--- config.mk ---
export PLATFORM = sky130hd
export DESIGN_NAME = fsm_sens_universal
export DESIGN_NICKNAME = d
export VERILOG_FILES = /design/src/rtl/fsm_sens_universal.sv
export SDC_FILE = /design/constraint.sdc
export NUM_CORES = 1
export LEC_CHECK = 0
export BUFFER_PORTS_ARGS = -buffer_cell sky130_fd_sc_hd__buf_2
export CAP_MARGIN = 20
export CORE_MARGIN = 2
export CORE_UTILIZATION = 29
export DETAILED_ROUTE_END_ITERATION = 8
export PLACE_DENSITY_LB_ADDON = 0.05
export SETUP_SLACK_MARGIN = 0.15
export SYNTH_ARGS = -nofsm -noshare
export SYNTH_HDL_FRONTEND = slang
export SYNTH_SLANG_ARGS = --single-unit
export TNS_END_PERCENT = 100
--- constraint.sdc ---
create_clock -name clk -period 2.3 [get_ports clk]
set_input_delay 0.23 -clock clk [delete_from_list [all_inputs] [get_ports clk]]
set_output_delay 0.23 -clock clk [all_outputs]
set_load 0.02 [all_outputs]
--- src/rtl/fsm_sens_universal.sv ---
// Universal N-state sequencer kernel with binary state codes.
// A run-time transition table gives, for every state, the target taken on an
// advance. The block also provides synchronous force-load, a state-entry
// pulse, a previous-state register, a saturating dwell counter and a sticky
// flag for requests that name a state code outside 0..NS-1.
// Every output is a register, so there is no combinational input-to-output path.
module fsm_sens_universal #(
  parameter int NS     = 8,
  parameter int CW     = 16,
  parameter int RST_ST = 0,
  localparam int SW    = (NS > 1) ? $clog2(NS) : 1
) (
  input  logic              clk,
  input  logic              rst,
  input  logic              en,
  input  logic [NS*SW-1:0]  tx,
  input  logic              frc,
  input  logic [SW-1:0]     frc_st,
  output logic [SW-1:0]     st,
  output logic [SW-1:0]     st_prev,
  output logic              entry,
  output logic [CW-1:0]     dwell,
  output logic              illegal
);

  // Outcome of one edge: move to a new state, flag a bad request, or stay put.
  typedef enum logic [1:0] {
    ACT_HOLD  = 2'd0,
    ACT_ENTER = 2'd1,
    ACT_FLAG  = 2'd2
  } act_e;

  // Registered state and status.
  logic [SW-1:0] st_p0;
  logic [SW-1:0] st_prev_p0;
  logic          entry_p0;
  logic [CW-1:0] dwell_p0;
  logic          illegal_p0;

  // Decode of the current cycle.
  logic [SW-1:0] tgt;
  logic [SW-1:0] nxt;
  act_e          act;

  // Dwell counter increment that sticks at the all-ones value.
  function automatic logic [CW-1:0] sat_inc(input logic [CW-1:0] v);
    if (&v) begin
      return v;
    end
    return v + 1'b1;
  endfunction

  // A code is usable only if it names one of the NS real states; when NS is
  // not a power of two the upper codes of the SW-bit field are unreachable.
  function automatic logic in_range(input logic [SW-1:0] code);
    return 32'(code) < NS;
  endfunction

  // Table lookup: only the NS populated entries are decoded, indexed by the
  // registered state (which never holds an out-of-range code).
  always_comb begin
    tgt = '0;
    for (int i = 0; i < NS; i++) begin
      if (st_p0 == SW'(i)) begin
        tgt = tx[i*SW +: SW];
      end
    end
  end

  // Next-state decision, priority frc > en > hold. A force re-enters even the
  // current state; an advance to the current state is a silent self-loop.
  always_comb begin
    act = ACT_HOLD;
    nxt = st_p0;
    if (frc) begin
      if (in_range(frc_st)) begin
        act = ACT_ENTER;
        nxt = frc_st;
      end else begin
        act = ACT_FLAG;
      end
    end else if (en) begin
      if (!in_range(tgt)) begin
        act = ACT_FLAG;
      end else if (tgt != st_p0) begin
        act = ACT_ENTER;
        nxt = tgt;
      end
    end
  end

  // ---- stage p0: state, history, entry pulse, dwell and sticky flag ----
  always_ff @(posedge clk) begin
    if (rst) begin
      st_p0      <= SW'(RST_ST);
      st_prev_p0 <= SW'(RST_ST);
      entry_p0   <= 1'b0;
      dwell_p0   <= '0;
      illegal_p0 <= 1'b0;
    end else begin
      case (act)
        ACT_ENTER: begin
          st_p0      <= nxt;
          st_prev_p0 <= st_p0;
          entry_p0   <= 1'b1;
          dwell_p0   <= '0;
        end
        ACT_FLAG: begin
          illegal_p0 <= 1'b1;
          entry_p0   <= 1'b0;
          dwell_p0   <= sat_inc(dwell_p0);
        end
        default: begin
          entry_p0   <= 1'b0;
          dwell_p0   <= sat_inc(dwell_p0);
        end
      endcase
    end
  end

  assign st      = st_p0;
  assign st_prev = st_prev_p0;
  assign entry   = entry_p0;
  assign dwell   = dwell_p0;
  assign illegal = illegal_p0;

endmodule

# Word level (Yosys, flattened, before mapping)
# Index checks and enable logic that the tools add are counted.
# classes
add_sub_neg,1
n_eq_ne,10
n_mux,24
n_reduce_logical,6
# op_table
cell,count
2-to-1 mux 16 bit,3
2-to-1 mux 3 bit,11
case mux 16 bit (2 select lines),1
"adder 16 x 1 -> 16 bit, second input constant",1
AND reduction 16 bit,1
"== test 3 bit, second input constant",4
2-to-1 mux 1 bit,9
"== test 3 x 2 -> 1 bit, second input constant",2
nonzero test 2 bit,2
"== test 3 x 1 -> 1 bit, second input constant",1
zero test 3 bit,1
!= test 3 bit,1
AND reduction 3 bit,1
"== test 2 x 1 -> 1 bit, second input constant",1
"== test 2 bit, second input constant",1
OR reduction 2 bit,1
# totals
register_bits,24
in_bits,31
output_inout_bits,24
elab_cells,46

# Logic depth before layout (Yosys ltp)
# Gate-level depths: netlist of the first run.
# logic_depth
ltp_word,19
ltp_mapped,11
ltp_nobuf,8

# Worst setup path before layout of the first run
# OpenSTA, ideal clock, no wires.
# synth_path
path_kind,register to register
startpoint,register st_p0[0] (netlist: st[0])
endpoint,register dwell_p0[14] (netlist: dwell[14])
setup_time_ps,100
t_arrival_ps,2253
required_ps,2200
path_slack_ps,-52
path_stages_with_launch,10
n_path_buf,3
period_less_slack_ps,2352
cell_sequence,dfxtp_1 > buf_4 > mux2_4 > o21ai_1 > nand3_1 > or4_1 > buf_2 > a21o_1 > buf_6 > a2111oi_4
# synth_via
elab_chain_len,15
word_cells_on_any_way,23
classes_between,10 x eq/ne; 12 x mux; 1 x reduce/logical
# synth_rtl
element,line_no,text
"start, declared",34,logic [SW-1:0] st_p0;
"start signal, assigned",95,st_p0 <= SW'(RST_ST);
"start signal, assigned",103,st_p0 <= nxt;
zero test 3 bit,64,if (st_p0 == SW'(i)) begin
2-to-1 mux 3 bit (8 in a row),64,
!= test 3 bit (*),85,end else if (tgt != st_p0) begin
2-to-1 mux 1 bit (*),85,
2-to-1 mux 1 bit (*),82,end else if (en) begin
2-to-1 mux 1 bit (*),75,if (frc) begin
== test 2 bit or == test 2 x 1 -> 1 bit (tied branches),101,case (act)
case mux 16 bit (2 select lines) (*),101,
"end signal, assigned",111,dwell_p0 <= sat_inc(dwell_p0);
"end signal, assigned",115,dwell_p0 <= sat_inc(dwell_p0);
"end, declared",37,logic [CW-1:0] dwell_p0;
# Every way passes the cells marked *; elsewhere a longest branch is shown, timed or not.
# A chain may end at the register's enable or synchronous reset.

# Final worst setup path of the first run
# Same ends and word-level chain as after synthesis.

==> results of run 1 <==
where the power goes:
| part | internal (mW) | switching, mW | total (mW) |
|---|---|---|---|
| combinational | 0.112 | 0.122 | 0.234 |
| sequential | 0.409 | 0.00980 | 0.419 |
| clock | 0.121 | 0.133 | 0.254 |
| total | 0.641 | 0.265 | 0.906 |
worst max path at each step:
stage,cells past startpoint,slack (ps),from,endpoint
6_report,8,190,st[0]$_SDFFE_PP0P_,dwell[14]$_SDFFE_PP0N_
5_1_grt,8,60,st[0]$_SDFFE_PP0P_,dwell[14]$_SDFFE_PP0N_
4_1_cts,9,160,st[1]$_SDFFE_PP0P_,dwell[14]$_SDFFE_PP0N_
3_5_place_dp,8,130,st[0]$_SDFFE_PP0P_,dwell[14]$_SDFFE_PP0N_
3_3_place_gp,7,150,st[0]$_SDFFE_PP0P_,dwell[14]$_SDFFE_PP0N_
2_1_floorplan,9,70,st[0]$_SDFFE_PP0P_,dwell[14]$_SDFFE_PP0N_
cells in the mapped netlist, types with 3 or more instances:
cell      count  area share, %
clkbuf_1      5            1.3
buf_2         3            1.0
nor2_1       12            3.0
mux2i_1      11            7.5
a311oi_1      3            1.8
nor3_1       17            5.8
dfxtp_1      23             31
a21oi_1       8            2.7
nand2_1      15            3.8
xnor2_1       5            3.0
o21ai_0       7            2.4
xor2_1        5            3.0
and3_1        3            1.3
nand4_1       4            1.7
nor2b_1       3            1.3
nand3_1       9            3.0
nand2b_1      7            3.0
buf_6         3            2.3
inv_1         9            2.3
state kept, by name, summed over array words and instances, names as in the netlist:
register,count
dwell,16
entry,1
st,3
st_prev,3
through the flow:
| stage | setup WS (ps) | utilization [%] | std cells | total power [mW] |
|---|---|---|---|---|
| final | 190 | 40.6 | 307 | 0.906 |
| after global routing | 63.2 | 40.6 | 307 | 0.963 |
| after CTS | 160 | 40.0 | 306 | 0.913 |
| after detailed placement | 127 | 38.0 | 297 | 0.640 |
| after global placement | 151 | 38.0 | 297 | 0.638 |
| after floorplan | 71.3 | - | 181 | 0.574 |
layer usage:
layer / share of wire [%] / up-vias / track usage, % / wire (µm)
met4: 1.7 / 0 / 7.41 / 68
li1: - / 761 / - / -
met2: 53 / 42 / 26.9 / 2090
met1: 42 / 695 / 16.3 / 1640
met5: 0 / - / 0 / 0
met3: 3.6 / 6 / 1.19 / 143
kinds of logic after synthesis:
logic type                 Yosys count  synth area share [%]
buffers and inverters               22                  7.87
other                                1                 0.254
AOI/OAI and AO/OA                   32                  15.6
adders and majority gates            1                 0.847
muxes                               16                  12.5
and+or+nand+nor                     76                  25.8
xor gates and xnor gates            10                  5.93
DFF                                 23                  31.2
what timing repair did:
item                                    in CTS  in global routing
resized for setup                            4                  6
endpoints found under the setup margin      18                 23
pin swaps                                    1                  1
setup buffers                                5                  1
tightest hold or removal path, cell delays in order:
cell	delay [ps]
buf_2	80
a22oi_1	80
a21oi_1	130
cell type report:
| type | instances | area (µm²) |
|---|---|---|
| Multi-Input combinational cell | 136 | 928 |
| Tap cell | 67 | 83.8 |
| Clock inverter | 1 | 5.00 |
| Fill cell | 527 | 2860 |
| Timing Repair Buffer | 68 | 394 |
| Sequential cell | 23 | 465 |
| Inverter | 9 | 37.5 |
| Clock buffer | 3 | 41.3 |
==> results.sh, run 1 <==
export IMPL_worst_r2r_path_depth=8
export IMPL_track_usage_pct=14.4
export IMPL_die_area_mm2=0.00568
export IMPL_cp_end_kind="register"
export IMPL_die_w_um=75.4
export IMPL_numCtsBuffers=3
export IMPL_path_buf_inv=2
export IMPL_rrSetupSlack_ps=190
export IMPL_dp_hpwl_mm=3.04
export IMPL_n_antenna_cell=0
export IMPL_avgSynthCellArea_um2=8.16
export IMPL_drt_wl_total_mm=3.95
export IMPL_r2r_start="st[0]$_SDFFE_PP0P_"
export IMPL_p_leak_nw=0.849
export IMPL_synth_net_count=213
export IMPL_placed_area_mm2=0.00183
export IMPL_drive_above_1_share_pct=37.1
export IMPL_clk_pin_slew_ps=80
export IMPL_async_flop_share_pct=0
export IMPL_area_growth_pct=32.3
export IMPL_crit_type="register to register"
export IMPL_ys_seq_elements=23
export IMPL_worst_ep_required_time_ps=2470
export IMPL_setup_tns_final_ps=0
export IMPL_clockBufferDepth=2
export IMPL_holdPathEnd="st[2]$_SDFFE_PP0P_"
export IMPL_num_rows=25
export IMPL_cts_hold_buffers=0
export IMPL_via_count=1504
export IMPL_clk_latency_ps=260
export IMPL_die_h_um=75.4
export IMPL_holdPathStages=3
export IMPL_rsz0062_at_grt="yes"
export IMPL_powerDensity_mw_per_mm2=463
export IMPL_design_area_mm2=0.00196
export IMPL_fin_skew_ps=3.16
export IMPL_antenna_found_initial=0
export IMPL_crit_arrival_ps=2280
export IMPL_grt_first_pass_wirelength_mm=6.38
export IMPL_ios=55
export IMPL_drc=0
export IMPL_whs_ps=293
export IMPL_cts_tree="yes"
export IMPL_start_util_pct=30.7
export IMPL_crit_chain="buf_6 > mux2_4 > nand2_2 > nand2_1 > or4_4 > a21o_1 > buf_12 > a2111oi_4"
export IMPL_critical_path_top_delay_family="simple AND/OR/NAND/NOR gates"
export IMPL_synth_enable_flop_cells=0
export IMPL_seq_area_frac_synth_pct=31.2
export IMPL_wl_per_cell_um=12.9
export IMPL_hp_start="frc_st[2]"
export IMPL_dr_first_iter_drc_count=67
export IMPL_grt_start_max_net_pins=27
export IMPL_cp_start_kind="register"
export IMPL_final_hold_viol_count=0
export IMPL_slowest_delay_ps=510
export IMPL_irDropWorstVdd_v=0.000219
export IMPL_nets=273
export IMPL_r2r_end="dwell[14]$_SDFFE_PP0N_"
export IMPL_fmax_ghz=0.474
export IMPL_portBuffers=53
export IMPL_post_drt_via_cell_ratio=4.90
export IMPL_finalCritPeriodShare_pct=91.7
export IMPL_yosys_warnings=0
export IMPL_layout_common_cells="53 x buf_2, 21 x dfxtp_1, 16 x nor3_1, 14 x nand2_1, 13 x buf_4"
export IMPL_cts_root_buf="clkbuf_8"
export IMPL_place_congestion=0.898
export IMPL_crit_path_top_delay_cell="or4_4"
export IMPL_maxCapViolCount=0
export IMPL_syn_cell_area_mm2=0.00148
export IMPL_setup_viol=0
export IMPL_slew_viol_final=0
export IMPL_grt_ovfl_total=0
export IMPL_min_path_type="input pin to register"
export IMPL_critPathMaxFanout=20
export IMPL_core_mm2=0.00482
export IMPL_synth_ff_type="dfxtp_1"
export IMPL_dr_pass1_iters=4
export IMPL_ant_nets=0
export IMPL_cts_sinks=23
export IMPL_final_common_cell="buf_2"
export IMPL_period_needed_ps=2110
export IMPL_grt_pass1_vias=1454
export IMPL_synth_cell_types=43
export IMPL_syn_inst=181
export IMPL_status="finished, final reports clean"
export IMPL_htree_levels=1
No activity file was read; power rests on OpenSTA's default activity.
==> run 2, diff against run 1 <==
--- a/config.mk
+++ b/config.mk
@@ -9,6 +9,7 @@
 export CAP_MARGIN = 20
 export CORE_MARGIN = 2
 export CORE_UTILIZATION = 29
+export CTS_BUF_LIST = sky130_fd_sc_hd__clkbuf_2
 export DETAILED_ROUTE_END_ITERATION = 8
 export PLACE_DENSITY_LB_ADDON = 0.05
 export SETUP_SLACK_MARGIN = 0.15
==> results.sh, run 2 (synthesis gave the netlist of run 1 again) <==
export IMPL_status="finished, final reports clean"
export IMPL_critPathMaxFanout=10
export IMPL_start_util_pct=30.7
export IMPL_drt_wl_total_mm=4.21
export IMPL_setup_tns_final_ps=0
export IMPL_critical_path_top_delay_family="simple AND/OR/NAND/NOR gates"
export IMPL_ios=55
export IMPL_layout_common_cells="53 x buf_2, 20 x dfxtp_1, 17 x nor3_1, 13 x buf_4, 12 x nand2_1"
export IMPL_htree_levels=1
export IMPL_die_h_um=75.4
export IMPL_crit_arrival_ps=2430
export IMPL_cts_hold_buffers=0
export IMPL_portBuffers=53
export IMPL_antenna_found_initial=0
export IMPL_grt_ovfl_total=0
export IMPL_dp_hpwl_mm=3.04
export IMPL_cts_sinks=23
export IMPL_path_buf_inv=1
export IMPL_ant_nets=0
export IMPL_final_hold_viol_count=0
export IMPL_clockBufferDepth=2
export IMPL_maxCapViolCount=0
export IMPL_place_congestion=0.898
export IMPL_p_leak_nw=0.878
export IMPL_die_area_mm2=0.00568
export IMPL_die_w_um=75.4
export IMPL_dr_pass1_iters=4
export IMPL_via_count=1557
export IMPL_largest_register_ffs=16
export IMPL_fmax_ghz=0.463
export IMPL_post_drt_via_cell_ratio=5.01
export IMPL_dr_first_iter_drc_count=52
export IMPL_setup_slack_ps=138
export IMPL_cts_root_buf="clkbuf_2"
export IMPL_crit_type="register to register"
export IMPL_grt_start_max_net_pins=27
export IMPL_core_mm2=0.00482
export IMPL_design_area_mm2=0.00201
export IMPL_slew_headroom_pct=66.7
export IMPL_final_common_cell="buf_2"
export IMPL_area_growth_pct=36.2
export IMPL_num_rows=25
export IMPL_finalCritPeriodShare_pct=94.0
export IMPL_period_needed_ps=2160
export IMPL_cp_end_kind="register"
export IMPL_dp_slack_ps=127
export IMPL_clk_pin_slew_ps=220
export IMPL_placed_area_mm2=0.00183
export IMPL_drive_above_1_share_pct=39.8
export IMPL_grt_first_pass_wirelength_mm=6.41
export IMPL_rsz0062_at_grt="yes"
export IMPL_irDropWorstVdd_v=0.000181
export IMPL_wl_per_cell_um=13.5
export IMPL_n_antenna_cell=0
export IMPL_tightest_slew_ps=500
export IMPL_track_usage_pct=14.5
export IMPL_slowest_delay_ps=540
export IMPL_nets=277
export IMPL_drc=0
export IMPL_worst_ep_required_time_ps=2570
export IMPL_fillers=524
export IMPL_crit_path_top_delay_cell="or4_4"
export IMPL_whs_ps=200
export IMPL_clk_latency_ps=340
export IMPL_slew_viol_final=0
export IMPL_numCtsBuffers=3
export IMPL_fin_skew_ps=1.68
export IMPL_cts_tree="yes"
export IMPL_cp_start_kind="register"
export IMPL_setup_viol=0
export IMPL_grt_pass1_vias=1457
export IMPL_powerDensity_mw_per_mm2=425
export IMPL_min_path_type="input pin to register"
export IMPL_crit_chain="mux2_4 > o21ai_2 > nand3_1 > or4_4 > a21o_4 > buf_12 > a2111oi_4"
run 2: cell types whose count changed in the layout (fill, tap and decap cells not counted), moves of 2 or more:
cell      delta
clkbuf_2     +3
nand2_1      -2
clkbuf_8     -3
buf_6        +3
run 2: worst reg2reg max path: stages (launching register included):
cell and delay [ps]:
dfxtp_4 440, mux2_4 320, o21ai_2 140, nand3_1 80, or4_4 540, a21o_4 250, buf_12 140, a2111oi_4 170
run 2: final timing paths:
kind	endpoint	slack, ps	depth (start not counted)	from
max	dwell[14]$_SDFFE_PP0N_	140	7	st[0]$_SDFFE_PP0P_
min	st[2]$_SDFFE_PP0P_	200	3	frc_st[2]
max reg2reg	dwell[14]$_SDFFE_PP0N_	140	7	st[0]$_SDFFE_PP0P_
min reg2reg	st_prev[0]$_SDFFE_PP0P_	490	2	st_prev[0]$_SDFFE_PP0P_
run 2: area by class of cell:
class                      count  area (µm²)  share of cell area (%)
inverter                       9        37.5                    1.87
timing repair buffer          72         453                    22.5
sequential                    23         469                    23.3
multi-input combinational    136         948                    47.1
clock buffer                   3        15.0                   0.746
tap                           67        83.8                    4.17
clock inverter                 1        5.00                   0.249
run 2: metal layers:
layer / share of wire, % / vias to the layer above / GRT usage [%]
met5: 0 / - / 0
met4: 2.4 / 0 / 7.41
met3: 3.9 / 8 / 1.32
met2: 53 / 52 / 26.8
met1: 41 / 725 / 16.5
li1: - / 772 / -
run 2: through the flow:
step	instances	power [mW]	util, %
after floorplan	181	0.574	-
after global placement	297	0.638	38.0
after detailed placement	297	0.640	38.0
after CTS	307	0.837	39.9
after global routing	311	0.912	41.8
final	311	0.856	41.8
run 2: repair_timing:
item	4_1_cts	5_1_grt
setup buffers	6	2
pin swaps	2	0
gates resized for setup	9	11
gates cloned	0	2
endpoints found under the setup margin	20	22
run 2: where the power goes:
group | leakage (nW) | total, mW | internal (mW) | switching [mW]
combinational | 0.673 | 0.269 | 0.133 | 0.136
clock | 0.0164 | 0.167 | 0.0394 | 0.127
sequential | 0.188 | 0.420 | 0.410 | 0.00988
total | 0.878 | 0.856 | 0.583 | 0.273
==> run 3, diff against run 2 <==
--- a/config.mk
+++ b/config.mk
@@ -6,7 +6,7 @@
 export NUM_CORES = 1
 export LEC_CHECK = 0
 export BUFFER_PORTS_ARGS = -buffer_cell sky130_fd_sc_hd__buf_2
-export CAP_MARGIN = 20
+export CORE_ASPECT_RATIO = 1.75
 export CORE_MARGIN = 2
 export CORE_UTILIZATION = 29
 export CTS_BUF_LIST = sky130_fd_sc_hd__clkbuf_2
==> results.sh, run 3 (synthesis gave the netlist of run 1 again) <==
export IMPL_num_rows=34
export IMPL_maxCapViolCount=0
export IMPL_crit_arrival_ps=2430
export IMPL_grt_ovfl_total=0
export IMPL_place_congestion=0.874
export IMPL_numCtsBuffers=3
export IMPL_post_drt_via_cell_ratio=5.14
export IMPL_irDropWorstVdd_v=0.000347
export IMPL_dr_pass1_iters=4
export IMPL_pwr_share_seq_pct=50.5
export IMPL_fin_skew_ps=16.0
export IMPL_fin_util_pct=39.3
export IMPL_die_w_um=58.0
export IMPL_ant_nets=0
export IMPL_grt_first_pass_wirelength_mm=7.29
export IMPL_r2r_start="st[0]$_SDFFE_PP0P_"
export IMPL_portBuffers=53
export IMPL_wl_per_cell_um=15.1
export IMPL_tightest_slew_ps=553
export IMPL_rsz0062_at_grt="yes"
export IMPL_n_antenna_cell=0
export IMPL_min_path_type="input pin to register"
export IMPL_area_growth_pct=31.3
export IMPL_via_count=1522
export IMPL_setup_viol=0
export IMPL_holdPathStages=3
export IMPL_core_mm2=0.00493
export IMPL_final_hold_viol_count=0
export IMPL_drc=0
export IMPL_p_sw_mw=0.269
export IMPL_grt_pass1_vias=1520
export IMPL_critPathCapture="dwell[14]$_SDFFE_PP0N_"
export IMPL_period_needed_ps=2150
export IMPL_cts_tree="yes"
export IMPL_cp_end_kind="register"
export IMPL_cts_sinks=23
export IMPL_slew_viol_final=0
export IMPL_rrSetupSlack_ps=150
export IMPL_nets=275
export IMPL_finalCritPeriodShare_pct=93.3
export IMPL_critPathMaxFanout=20
export IMPL_drive_above_1_share_pct=38.8
export IMPL_worst_r2r_path_depth=7
export IMPL_start_util_pct=29.9
export IMPL_grt_start_max_net_pins=27
export IMPL_crit_type="register to register"
export IMPL_placed_area_mm2=0.00185
export IMPL_cp_start_kind="register"
export IMPL_status="finished, final reports clean"
export IMPL_r2r_end="dwell[14]$_SDFFE_PP0N_"
export IMPL_antenna_found_initial=0
export IMPL_final_common_cell="buf_2"
export IMPL_cts_hold_buffers=0
export IMPL_slew_headroom_pct=63.1
export IMPL_clk_pin_slew_ps=240
export IMPL_powerDensity_mw_per_mm2=429
export IMPL_layout_common_cells="53 x buf_2, 20 x dfxtp_1, 16 x buf_4, 15 x nand2_1, 13 x nor3_1"
export IMPL_dp_hpwl_mm=3.46
export IMPL_drt_wl_total_mm=4.47
export IMPL_intPower_mw=0.563
export IMPL_track_usage_pct=16.6
export IMPL_clk_latency_ps=350
export IMPL_clockBufferDepth=2
export IMPL_design_area_mm2=0.00194
export IMPL_combPwrFrac_pct=29.1
export IMPL_largest_register_ffs=16
export IMPL_die_area_mm2=0.00571
export IMPL_fillers=532
export IMPL_ios=55
export IMPL_netSwitchingFraction_pct=32.4
export IMPL_cts_root_buf="clkbuf_2"
export IMPL_fmax_ghz=0.466
export IMPL_htree_levels=1
export IMPL_setup_tns_final_ps=0
export IMPL_startpoint="st[0]$_SDFFE_PP0P_"
export IMPL_p_leak_nw=0.858
export IMPL_clock_power_share_pct=20.4
export IMPL_dr_first_iter_drc_count=25
export IMPL_worst_ep_required_time_ps=2580
export IMPL_die_h_um=98.4
==> run 3: changes by cell type in the layout (fill, tap and decap cells not counted), sizes merged <==
cell | previous run | this run
buf | 71 | 70
clkbuf | 4 | 3
inv | 8 | 9
clkinvlp | 1 | 0
==> run 3: power by group through the flow <==
stage / combinational [mW] / sequential, mW / clock [mW]
after floorplan: 0.134 / 0.440 / 0
after global placement: 0.217 / 0.430 / 0
after detailed placement: 0.219 / 0.430 / 0
after CTS: 0.241 / 0.420 / 0.178
after global routing: 0.264 / 0.423 / 0.199
final: 0.242 / 0.420 / 0.170
==> run 3: repair_timing <==
action / in CTS / in global routing
setup endpoints to repair: 22 / 22
gates resized for setup: 8 / 6
buffers inserted: 4 / 0
pin swaps: 3 / 4
cloned: 0 / 0
==> run 3: worst min path at each step <==
stage / start / end / slack, ps
global route: frc_st[1] / st[1]$_SDFFE_PP0P_ / 190
finish: frc_st[1] / st[1]$_SDFFE_PP0P_ / 170
floorplan: frc_st[1] / st[1]$_SDFFE_PP0P_ / 430
global placement: st_prev[1]$_SDFFE_PP0P_ / st_prev[1]$_SDFFE_PP0P_ / 460
detailed placement: st_prev[0]$_SDFFE_PP0P_ / st_prev[0]$_SDFFE_PP0P_ / 470
CTS: frc_st[1] / st[1]$_SDFFE_PP0P_ / 140
==> run 3: area by class of cell <==
| type | count | area, µm² | area share (%) |
|---|---|---|---|
| Clock buffer | 3 | 15.0 | 0.774 |
| Timing Repair Buffer | 70 | 405 | 20.9 |
| Multi-Input combinational cell | 136 | 945 | 48.7 |
| Sequential cell | 23 | 469 | 24.2 |
| Clock inverter | 1 | 5.00 | 0.258 |
| Inverter | 9 | 33.8 | 1.74 |
| Tap cell | 54 | 67.6 | 3.48 |
==> run 3: metrics by stage <==
stage                     hold WS [ps]  std cells  power (mW)  setup slack (ps)
after floorplan                    429        181       0.574              71.3
after global placement             461        288       0.647              63.1
after detailed placement           471        288       0.649              69.1
after CTS                          143        296       0.839               159
after global routing               188        296       0.886              67.7
final                              170        296       0.832               155
==> run 3: critical path: stages (launching register included) <==
cell and delay [ps]:
dfxtp_4 460, mux2_4 320, o21ai_1 130, nand3_1 90
or4_4 530, a21o_1 220, buf_12 160, a2111oi_4 170
==> run 3: routing by layer <==
| metal | share of wire [%] | up-vias | GRT usage [%] | routed length, µm |
|---|---|---|---|---|
| li1 | - | 762 | - | - |
| met1 | 34 | 709 | 16.0 | 1530 |
| met2 | 58 | 41 | 31.6 | 2590 |
| met3 | 3.4 | 10 | 1.71 | 154 |
| met4 | 4.5 | 0 | 10.7 | 199 |
| met5 | 0 | - | 0 | 0 |
